==> src/rtl/mod_n_preset_ctrl.sv <==
// Modulo-N load-loop controller for a 74x161-style 4-bit counter (N = 2..16).
// Wrap tick is registered one clock after the counter's rco; ld_bar follows rco combinationally in RUN.
// Config uses valid/ready and is accepted only in IDLE; start/pause/abort are level-sampled each edge.
//
// Ports:
//   clk, clr_bar          clock and async active-low reset (shared with the counter)
//   cfg_valid/cfg_ready   modulus handshake; n_in carries the requested modulus (2..16)
//   start, pause, abort   run control (abort has highest priority)
//   qa..qd, rco           counter outputs and ripple carry
//   ld_bar, ent, enp      counter control pins; a..d counter preset data (a = LSB)
//   tick, wraps, sat      wrap pulse, saturating wrap count, sticky saturation flag
//   err, busy             sticky illegal-modulus flag, non-IDLE indicator
module mod_n_preset_ctrl #(
  parameter int WRAP_W = 8
) (
  input  logic              clk,
  input  logic              clr_bar,
  input  logic              cfg_valid,
  output logic              cfg_ready,
  input  logic [4:0]        n_in,
  input  logic              start,
  input  logic              pause,
  input  logic              abort,
  input  logic              qa,
  input  logic              qb,
  input  logic              qc,
  input  logic              qd,
  input  logic              rco,
  output logic              ld_bar,
  output logic              ent,
  output logic              enp,
  output logic              a,
  output logic              b,
  output logic              c,
  output logic              d,
  output logic              tick,
  output logic [WRAP_W-1:0] wraps,
  output logic              sat,
  output logic              err,
  output logic              busy
);

  typedef enum logic [1:0] {
    ST_IDLE,
    ST_PRELOAD,
    ST_RUN,
    ST_HOLD
  } state_t;

  localparam logic [WRAP_W-1:0] WRAPS_ONE = {{(WRAP_W-1){1'b0}}, 1'b1};
  localparam logic [WRAP_W-1:0] WRAPS_MAX = '1;

  state_t              r_state;
  state_t              w_next;
  logic [4:0]          r_n;
  logic                r_err;
  logic                r_tick;
  logic [WRAP_W-1:0]   r_wraps;
  logic                r_sat;
  logic                w_xfer;
  logic                w_legal;
  logic                w_wrap;
  logic [3:0]          w_preset;
  logic                w_unused_bits;

  // The wrap decision relies solely on rco, so the count bits are not needed.
  // n_reg[4] only ever distinguishes 16 from 0, and both give preset 0.
  assign w_unused_bits = ^{qd, qc, qb, qa, r_n[4]};

  // (16 - n) mod 16 equals the two's complement of the low nibble of n.
  assign w_preset     = 4'd0 - r_n[3:0];
  assign {d, c, b, a} = w_preset;

  assign cfg_ready = (r_state == ST_IDLE);
  assign busy      = (r_state != ST_IDLE);
  assign w_xfer    = cfg_valid & cfg_ready;
  assign w_legal   = (n_in >= 5'd2) && (n_in <= 5'd16);
  assign w_wrap    = (r_state == ST_RUN) & rco;

  assign tick  = r_tick;
  assign wraps = r_wraps;
  assign sat   = r_sat;
  assign err   = r_err;

  always_ff @(posedge clk or negedge clr_bar) begin
    if (!clr_bar) begin
      r_state <= ST_IDLE;
    end else begin
      r_state <= w_next;
    end
  end

  always_comb begin
    w_next = r_state;
    ld_bar = 1'b1;
    ent    = 1'b0;
    enp    = 1'b0;
    case (r_state)
      ST_IDLE: begin
        if (start) w_next = ST_PRELOAD;
      end
      ST_PRELOAD: begin
        ld_bar = 1'b0;
        ent    = 1'b1;
        enp    = 1'b1;
        w_next = ST_RUN;
      end
      ST_RUN: begin
        // Reload on terminal count so the period is exactly n clocks.
        ld_bar = ~rco;
        ent    = 1'b1;
        enp    = 1'b1;
        if (pause) w_next = ST_HOLD;
      end
      ST_HOLD: begin
        // ent stays high so rco remains meaningful while counting is frozen.
        ent = 1'b1;
        if (pause)      w_next = ST_HOLD;
        else if (start) w_next = ST_RUN;
      end
      default: w_next = ST_IDLE;
    endcase
    if (abort) w_next = ST_IDLE;
  end

  always_ff @(posedge clk or negedge clr_bar) begin
    if (!clr_bar) begin
      r_n   <= 5'd16;
      r_err <= 1'b0;
    end else if (w_xfer) begin
      if (w_legal) r_n   <= n_in;
      else         r_err <= 1'b1;
    end
  end

  // A wrap coinciding with abort is still counted: w_wrap ignores abort.
  always_ff @(posedge clk or negedge clr_bar) begin
    if (!clr_bar) begin
      r_tick  <= 1'b0;
      r_wraps <= '0;
      r_sat   <= 1'b0;
    end else begin
      r_tick <= w_wrap;
      if (r_state == ST_PRELOAD) begin
        r_wraps <= '0;
        r_sat   <= 1'b0;
      end else if (w_wrap && (r_wraps != WRAPS_MAX)) begin
        r_wraps <= r_wraps + WRAPS_ONE;
        if (r_wraps == (WRAPS_MAX - WRAPS_ONE)) r_sat <= 1'b1;
      end
    end
  end

endmodule

==> config.mk <==
export PLATFORM = sky130hd
export DESIGN_NAME = mod_n_preset_ctrl
export DESIGN_NICKNAME = d
export VERILOG_FILES = /design/src/rtl/mod_n_preset_ctrl.sv
export SDC_FILE = /design/constraint.sdc
export NUM_CORES = 1
export LEC_CHECK = 0
export ABC_AREA = 1
export CAP_MARGIN = 30
export CORE_MARGIN = 1
export CORE_UTILIZATION = 49
export CTS_CLUSTER_DIAMETER = 200
export CTS_CLUSTER_SIZE = 8
export DETAILED_ROUTE_END_ITERATION = 7
export PLACE_DENSITY = 0.84
export SETUP_SLACK_MARGIN = 0.4
export SLEW_MARGIN = 30
export SYNTH_ARGS = -nofsm -noshare
export SYNTH_HDL_FRONTEND = slang
export SYNTH_SLANG_ARGS = --single-unit
==> constraint.sdc <==
create_clock -name clk -period 2.18 [get_ports clk]
set_input_delay 0.436 -clock clk [delete_from_list [all_inputs] [get_ports clk]]
set_output_delay 0.436 -clock clk [all_outputs]
set_load 0.01 [all_outputs]
# Yosys cells after proc, flatten, opt, wreduce, memory -nomap -nowiden

Cells that the tools add are included.

Flip-flop bits (word level): 17
Bits of input ports: 16
Word-level logic and storage cells: 48
Output and inout bits: 20

Order comparisons: 2
$add $sub $neg: 2
Bitwise gates (word level): 4
Multiplexer cells: 14
Equality and inequality tests: 8
Reduce and logical (&&, ||, !) cells: 12

Operators with widths:

| operator                                                                | count |
|---|---|
| 8-bit two-way mux                                                       | 2 |
| 2-bit two-way mux                                                       | 5 |
| 8-bit by 1-bit adder with 8-bit output, second input constant           | 1 |
| 8-bit == test, second input constant                                    | 1 |
| 8-bit inequality test, second input constant                            | 1 |
| 2-bit one-hot mux with 4 select lines                                   | 1 |
| 2-bit AND reduction                                                     | 3 |
| 2-bit nonzero test                                                      | 3 |
| 5-bit by 2-bit >= comparator with 1-bit output, second input constant   | 1 |
| 5-bit <= comparator, second input constant                              | 1 |
| 1-bit two-way mux                                                       | 5 |
| 2-bit == test, second input constant                                    | 2 |
| 4-bit inequality test, second input constant                            | 1 |
| 1-bit by 4-bit subtractor with 4-bit output, first input constant       | 1 |
| 3-bit by 1-bit inequality test with 1-bit output, second input constant | 1 |
| 3-bit inequality test, second input constant                            | 1 |
| 3-bit AND reduction                                                     | 1 |
| 3-bit OR reduction                                                      | 1 |
| 1-bit bitwise AND                                                       | 2 |
| 2-bit by 1-bit == test with 1-bit output, second input constant         | 1 |
| 1-bit logical AND                                                       | 2 |
| 2-bit logical NOT                                                       | 1 |
| 1-bit NOT                                                               | 2 |
| 1-bit one-hot mux with 2 select lines                                   | 1 |
| 2-bit OR reduction                                                      | 1 |

# Longest topological paths before layout

Gate-level depths: netlist (run 1).

Word-level depth: 5
Mapped depth: 9
Mapped depth without buffers: 9

# Worst setup path after synthesis (run 1)

No wires, ideal clock.

Path kind: flip-flop to output port
Start: register r_state[0]
End: output port ld_bar
Cell stages (with the launch flop): 6
Path slack: 649 ps
Data arrival time: 1095 ps
Data required time: 1744 ps
Path buffers: 0
Cells stage by stage: dfrtp_1 > inv_1 > ha_1 > nand2_1 > inv_1 > a21oi_1

Cells in the longest elaborated chain, start to end: 2
Elaborated cells between the ends (all ways): 3
Those cells by class: eq/ne (2); mux (1)

Ends and longest elaborated chain:

| item                                                                             | RTL line | text |
|---|---|---|
| start, declared                                                                  | 53       | `state_t r_state;` |
| start signal, assigned                                                           | 89       | `r_state <= w_next;` |
| 2-bit == test / 2-bit by 1-bit == test with 1-bit output (equally long branches) | 98       | `case (r_state)` |
| 1-bit one-hot mux with 2 select lines (*)                                        | 98       |  |
| end, declared                                                                    | 29       | `output logic ld_bar,` |

Mark *: on every way between the ends. The rest lies on a longest branch, timed or not.

# Final worst setup path (run 1)

Start: register r_state[1]
End: output port ld_bar

The elaborated chain is that of the path after synthesis.

==> results of run 1 <==
-- metrics by stage --
| stage | power, uW | utilization [%] | cell area [um^2] |
|---|---|---|---|
| CTS | 1613 | 75.98 | 1551 |
| detailed placement | 1389 | 71.57 | 1461 |
| floorplan | 963.5 | - | 1110 |
| global route | 1784 | 78.19 | 1597 |
| finish | 1653 | 78.19 | 1597 |
| global placement | 1354 | 71.57 | 1461 |
-- worst max-delay path by stage --
stage / end / slack [ns] / depth (start not counted)
floorplan: ld_bar / 0.65 / 5
global placement: ld_bar / 0.10 / 5
detailed placement: ld_bar / 0.09 / 5
CTS: ld_bar / 0.13 / 6
global route: ld_bar / 0.18 / 6
finish: ld_bar / 0.28 / 6
-- timing repair --
action                     4_1_cts  5_1_grt
setup endpoints to repair       10       12
hold buffers                     0        0
buffers inserted                 7        5
gates resized for setup         14       13
-- layout by cell type, fill, tap and decap left out, types with 3 or more instances in the layout --
| cell type | netlist | layout |
|---|---|---|
| o21ai_1 | 3 | 3 |
| clkbuf_4 | 0 | 3 |
| dfrtp_2 | 0 | 4 |
| inv_1 | 24 | 21 |
| nor2_1 | 14 | 14 |
| clkdlybuf4s50_1 | 0 | 22 |
| nand2_1 | 38 | 38 |
| nand3_1 | 14 | 14 |
| buf_4 | 1 | 14 |
| nand2_4 | 3 | 3 |
| dlygate4sd2_1 | 0 | 4 |
| dfrtp_1 | 17 | 13 |
| inv_2 | 1 | 4 |
| a21oi_1 | 4 | 4 |
| nand4_1 | 4 | 4 |
| ha_1 | 7 | 6 |
-- layout make-up --
type / instances / area [um^2]
multi-input combinational: 104 / 606.8
clock buffer: 4 / 26.28
tap: 27 / 33.78
fill: 162 / 445.4
timing repair buffer: 45 / 405.4
inverter: 25 / 93.84
sequential: 17 / 430.4
-- synth_stat cells --
master     n  share of area (%)
nand2_1   38                 13
inv_1     24                8.1
dfrtp_1   17                 38
nand3_1   14                6.3
nor2_1    14                4.7
ha_1       7                7.9
a21oi_1    4                1.8
nand4_1    4                2.3
nand2_4    3                3.0
nor3_1     3                1.4
o21ai_1    3                1.4
o211ai_1   2                1.4
o21ai_0    2               0.90
xnor2_1    2                1.6
xor2_1     2                1.6
buf_4      1               0.68
inv_2      1               0.34
nand2_2    1               0.56
nand3b_1   1               0.68
nor2_4     1                1.0
nor2_8     1                1.8
o21ai_2    1               0.79
o21bai_1   1               0.68
-- cells by family (layout without fill, tap and decap cells) --
kind of cell,Yosys count,count (layout),synth area share (%)
and+or+nand+nor,80,80,34.61
buffers and inverters,26,74,9.132
DFF,17,17,38.33
AOI/OAI and AO/OA,13,13,6.877
adders and majority gates,7,7,7.891
xor gates and xnor gates,4,4,3.157
-- flip-flops by register name, summed over array words and instances (netlist names) --
name     flops
wraps        8
r_n          4
r_state      2
err          1
sat          1
tick         1
-- power by group through the flow --
stage,Sequential (uW),Clock [uW],Combinational (uW)
floorplan,479,0,485
global placement,474,0,880
detailed placement,483,0,906
CTS,462,180,971
global route,473,195,1120
finish,465,178,1010
-- layer usage --
| layer | up-vias | GRT usage (%) | wire [um] |
|---|---|---|---|
| met4 | 0 | 9.524 | 42 |
| met1 | 542 | 29.49 | 1213 |
| met5 | - | 0 | 0 |
| li1 | 566 | - | - |
| met3 | 5 | 2.778 | 112 |
| met2 | 35 | 44.82 | 1469 |
==> flow_summary_export.csv, run 1 <==
group,metric,value,unit
status,status,"completed",
worst_setup_path,path_buf_inv,3,
finish,layout.nets,219,
cts,htree_num_levels,1,
worst_setup_path,worst_ep_arrival_time,1.46,ns
global_route,grt_overflow,0,
cts,cts_sinks,17,
floorplan,die-width,49.59,um
worst_setup_path,worstReg2RegStart,"wraps[0]$_DFFE_PN0P_",
synth,syn_inst,147,
floorplan,rows,16,
power,combPwrFrac,61.1,%
power,p_seq_share,28.1,%
worst_setup_path,required,1.74,ns
synth,synth-seq-area-share,38.33,%
finish,final_cells,222,
worst_setup_path,cp-startpoint,"r_state[1]$_DFFE_PN0P_",
worst_setup_path,r2r_cells,7,
floorplan,io_pins,36,
cts,cts.clk_slew.worst_paths,0.10,ns
timing,rsz0062_at_grt,"yes",
synth,ys_ff_latch,17,
place,port_buffers,31,
power,intPower,952.5,uW
worst_hold_path,min_path_type,"in2async",
worst_setup_path,slowest_delay,0.41,ns
timing,finalHoldViolations,0,
route,wl_per_cell,12.78,um
worst_setup_path,cp_slowest_cell,"dfrtp_1",
worst_setup_path,critical_path_class,"reg2out",
finish,antenna_cells,0,
global_route,grt_usage,24.74,%
timing,setup_ws,0.2797,ns
finish,syn_to_final_growth,43.86,%
timing,setup_violations,0,
worst_setup_path,worst_setup_path_end_kind,"output pin",
synth,synth_nets,170,
power,p_clk_share,10.8,%
synth,avgSynthCellArea,7.550,um^2
cts,clock_path_buffers,2,
cts,cts-root-buf,"clkbuf_4",
worst_setup_path,rrSetupSlack,0.54,ns
power,peakVddDrop,857.6,uV
synth,synth_cell_types,23,
synth,synth_warnings,0,
timing,whs,0.4500,ns
floorplan,initial_utilization,54.35,%
global_route,grt_max_degree,18,
power,pwr_density_cell,1036,mW/mm^2
place,place_ws,0.08947,ns
place,hpwlAfterDp,2.011,mm
timing,layout_min_cycle_time,1.900,ns
route,vias_per_cell,5.171,
job,drv_cap,0,
route,routed_wl,2.838,mm
worst_setup_path,cp_top_family,"flip-flops",
floorplan,dieArea,0.002459,mm^2
power,p_sw_share,42.39,%
worst_setup_path,r2r-end,"wraps[0]$_DFFE_PN0P_",
worst_setup_path,path_max_fanout,4,
global_route,grt_pass1_vias,1061,
worst_setup_path,cp_cell_sequence,"buf_4 -> ha_1 -> nand2_1 -> inv_1 -> a21oi_1 -> buf_2",
route,drtIter0Drc,31,
floorplan,core_area,0.002042,mm^2
cts,numCtsBuffers,3,
timing,relSlewSlack,80.17,%
power,leakage,0.0008253,uW
worst_setup_path,setup.worst_path.start_class,"register",
route,firstDrtPassIters,4,
timing,worstMarginPinSlew,0.2974,ns
place,gp_congestion,0.8229,
timing,fmaxAchievable,0.5262,GHz
timing,period_share,87.17,%
route,ant_nets,0,
timing,slew_violations,0,
place,placed_cells,206,
power,power.switching,700.9,uW
route,num_vias,1148,
floorplan,die_height,49.59,um
timing,tns,0,ns
cts,cts_tree,"built",
global_route,antenna_found_initial,0,
finish,final_layout_size_suffix_gt1_share,18.46,%
global_route,grt_pass1_wl,4.671,mm
synth,syn_area,0.001110,mm^2
route,drc,0,
timing,skew,0.001930,ns
cts,insertion_delay,0.30,ns
Power figures use the tool's default switching activity.
==> run 2: changes to the inputs <==
--- a/config.mk
+++ b/config.mk
@@ -10,8 +10,9 @@
 export CORE_MARGIN = 1
 export CORE_UTILIZATION = 49
 export CTS_CLUSTER_DIAMETER = 200
-export CTS_CLUSTER_SIZE = 8
+export CTS_CLUSTER_SIZE = 12
 export DETAILED_ROUTE_END_ITERATION = 7
+export GPL_TIMING_DRIVEN = 0
 export PLACE_DENSITY = 0.84
 export SETUP_SLACK_MARGIN = 0.4
 export SLEW_MARGIN = 30
==> run 2 against run 1 <==
Clock power hardly changed. Design area is 2.0% lower. Register-to-register slack improved by 0.16 ns. Core utilization down 1.5 points. Die area did not move. Critical path type unchanged. Clock-buffer cell count is the same. Fmax is 3.9% higher.
==> flow_summary_export.csv, run 2 (synthesis gave the netlist of run 1 again) <==
group,metric,value,unit
timing,setup_ws,0.3508,ns
worst_hold_path,worstHoldPathCells,1,
timing,relSlewSlack,45.51,%
power,peakVddDrop,917.2,uV
cts,cts_tree,"built",
worst_hold_path,min_path_type,"reg2reg",
global_route,grt_pass1_wl,4.278,mm
timing,rsz0062_at_grt,"yes",
timing,worstMarginPinSlew,0.8147,ns
power,p_total,1621,uW
place,hpwlAfterDp,1.894,mm
floorplan,die_height,49.59,um
place,place_ws,-0.03073,ns
route,vias_per_cell,4.959,
route,firstDrtPassIters,4,
cts,clock_path_buffers,2,
worst_setup_path,setup.worst_path.start_class,"register",
timing,setup_violations,0,
finish,final_cells,219,
timing,period_share,83.91,%
cts,cts_sinks,17,
worst_setup_path,required,1.74,ns
timing,finalHoldViolations,0,
worst_setup_path,path_max_fanout,4,
timing,skew,0.003671,ns
timing,tns,0,ns
finish,antenna_cells,0,
timing,fmaxAchievable,0.5467,GHz
finish,num-fill-cells,169,
floorplan,die-width,49.59,um
worst_setup_path,worst_ep_arrival_time,1.39,ns
floorplan,dieArea,0.002459,mm^2
finish,final_common_cell,"nand2_1",
floorplan,io_pins,36,
timing,slew_violations,0,
route,num_vias,1086,
global_route,grt_pass1_vias,981,
global_route,antenna_found_initial,0,
floorplan,core_area,0.002042,mm^2
route,routed_wl,2.739,mm
place,placed_cells,205,
route,ant_nets,0,
power,pwr_density_cell,1036,mW/mm^2
cts,cts.clk_slew.worst_paths,0.11,ns
finish,layout.nets,216,
finish,final_cell_mix,"nand2_1, clkdlybuf4s50_1, inv_1, nor2_1, nand3_1",
job,drv_cap,0,
cts,insertion_delay,0.29,ns
worst_setup_path,r2r_cells,6,
cts,numCtsBuffers,3,
power,leakage,0.0007940,uW
place,port_buffers,31,
finish,largest_reg_flops,8,
cts,holdBufCountCts,0,
cts,htree_num_levels,1,
global_route,grt_overflow,0,
floorplan,rows,16,
timing,whs,0.5044,ns
global_route,grt_max_degree,18,
timing,layout_min_cycle_time,1.829,ns
worst_setup_path,critical_path_class,"reg2out",
place,gp_congestion,0.8450,
route,wl_per_cell,12.51,um
cts,cts-root-buf,"clkbuf_4",
finish,final_layout_size_suffix_gt1_share,20.83,%
finish,syn_to_final_growth,41.04,%
global_route,grt_usage,22.85,%
status,status,"completed",
worst_setup_path,worst_setup_path_end_kind,"output pin",
route,drtIter0Drc,17,
route,drc,0,
floorplan,initial_utilization,54.35,%
-- run 2: worst paths after layout --
kind / startpoint / to / slack, ns
max: r_state[0]$_DFFE_PN0P_ / ld_bar / 0.35
min: err$_DFFE_PN0P_ / err$_DFFE_PN0P_ / 0.50
max reg2reg: wraps[0]$_DFFE_PN0P_ / wraps[0]$_DFFE_PN0P_ / 0.70
min reg2reg: err$_DFFE_PN0P_ / err$_DFFE_PN0P_ / 0.50
max in group asynchronous: clr_bar / wraps[2]$_DFFE_PN0P_ / 1.02
min in group asynchronous: clr_bar / r_n[2]$_DFFE_PN0P_ / 0.60
-- run 2: repair_timing --
| item | 4_1_cts | 5_1_grt |
|---|---|---|
| gates resized for setup | 16 | 22 |
| cloned | 0 | 0 |
| pin swaps | 0 | 1 |
| buffers inserted | 4 | 6 |
| setup endpoints to repair | 10 | 11 |
-- run 2: metal layers --
metal	share of wire (%)	track usage, %	up-vias
li1	-	-	558
met1	43	26.37	504
met2	53	42.79	20
met3	2.6	3.704	4
met4	0.84	6.190	0
met5	0	0	-
-- run 2: worst max-delay path, cell delays in order (launching register included) --
cell	delay, ns
dfrtp_1	0.38
inv_1	0.09
ha_2	0.22
nand2_2	0.09
inv_4	0.05
a21oi_1	0.11
clkbuf_2	0.15
-- run 2: layout make-up --
type | instances | area, um^2 | share of cell area, %
Timing Repair Buffer | 41 | 356.6 | 22.78
Inverter | 25 | 96.34 | 6.155
Clock buffer | 4 | 26.28 | 1.679
Multi-Input combinational cell | 104 | 614.3 | 39.25
Tap cell | 27 | 33.78 | 2.158
Buffer | 1 | 7.507 | 0.4796
Sequential cell | 17 | 430.4 | 27.50
-- run 2: where the power goes --
group / total, uW / leakage, uW / switching [uW] / internal [uW]
Clock: 175 / 0.0000150 / 104 / 71.1
Combinational: 980 / 0.000564 / 524 / 457
Sequential: 466 / 0.000215 / 72.3 / 394
Total: 1620 / 0.000794 / 699 / 922
-- run 2: through the flow --
stage                     utilization [%]  instance area (um^2)
after floorplan                         -                  1110
after global placement              71.20                  1454
after detailed placement            71.20                  1454
after CTS                           74.14                  1514
after global routing                76.65                  1565
final                               76.65                  1565
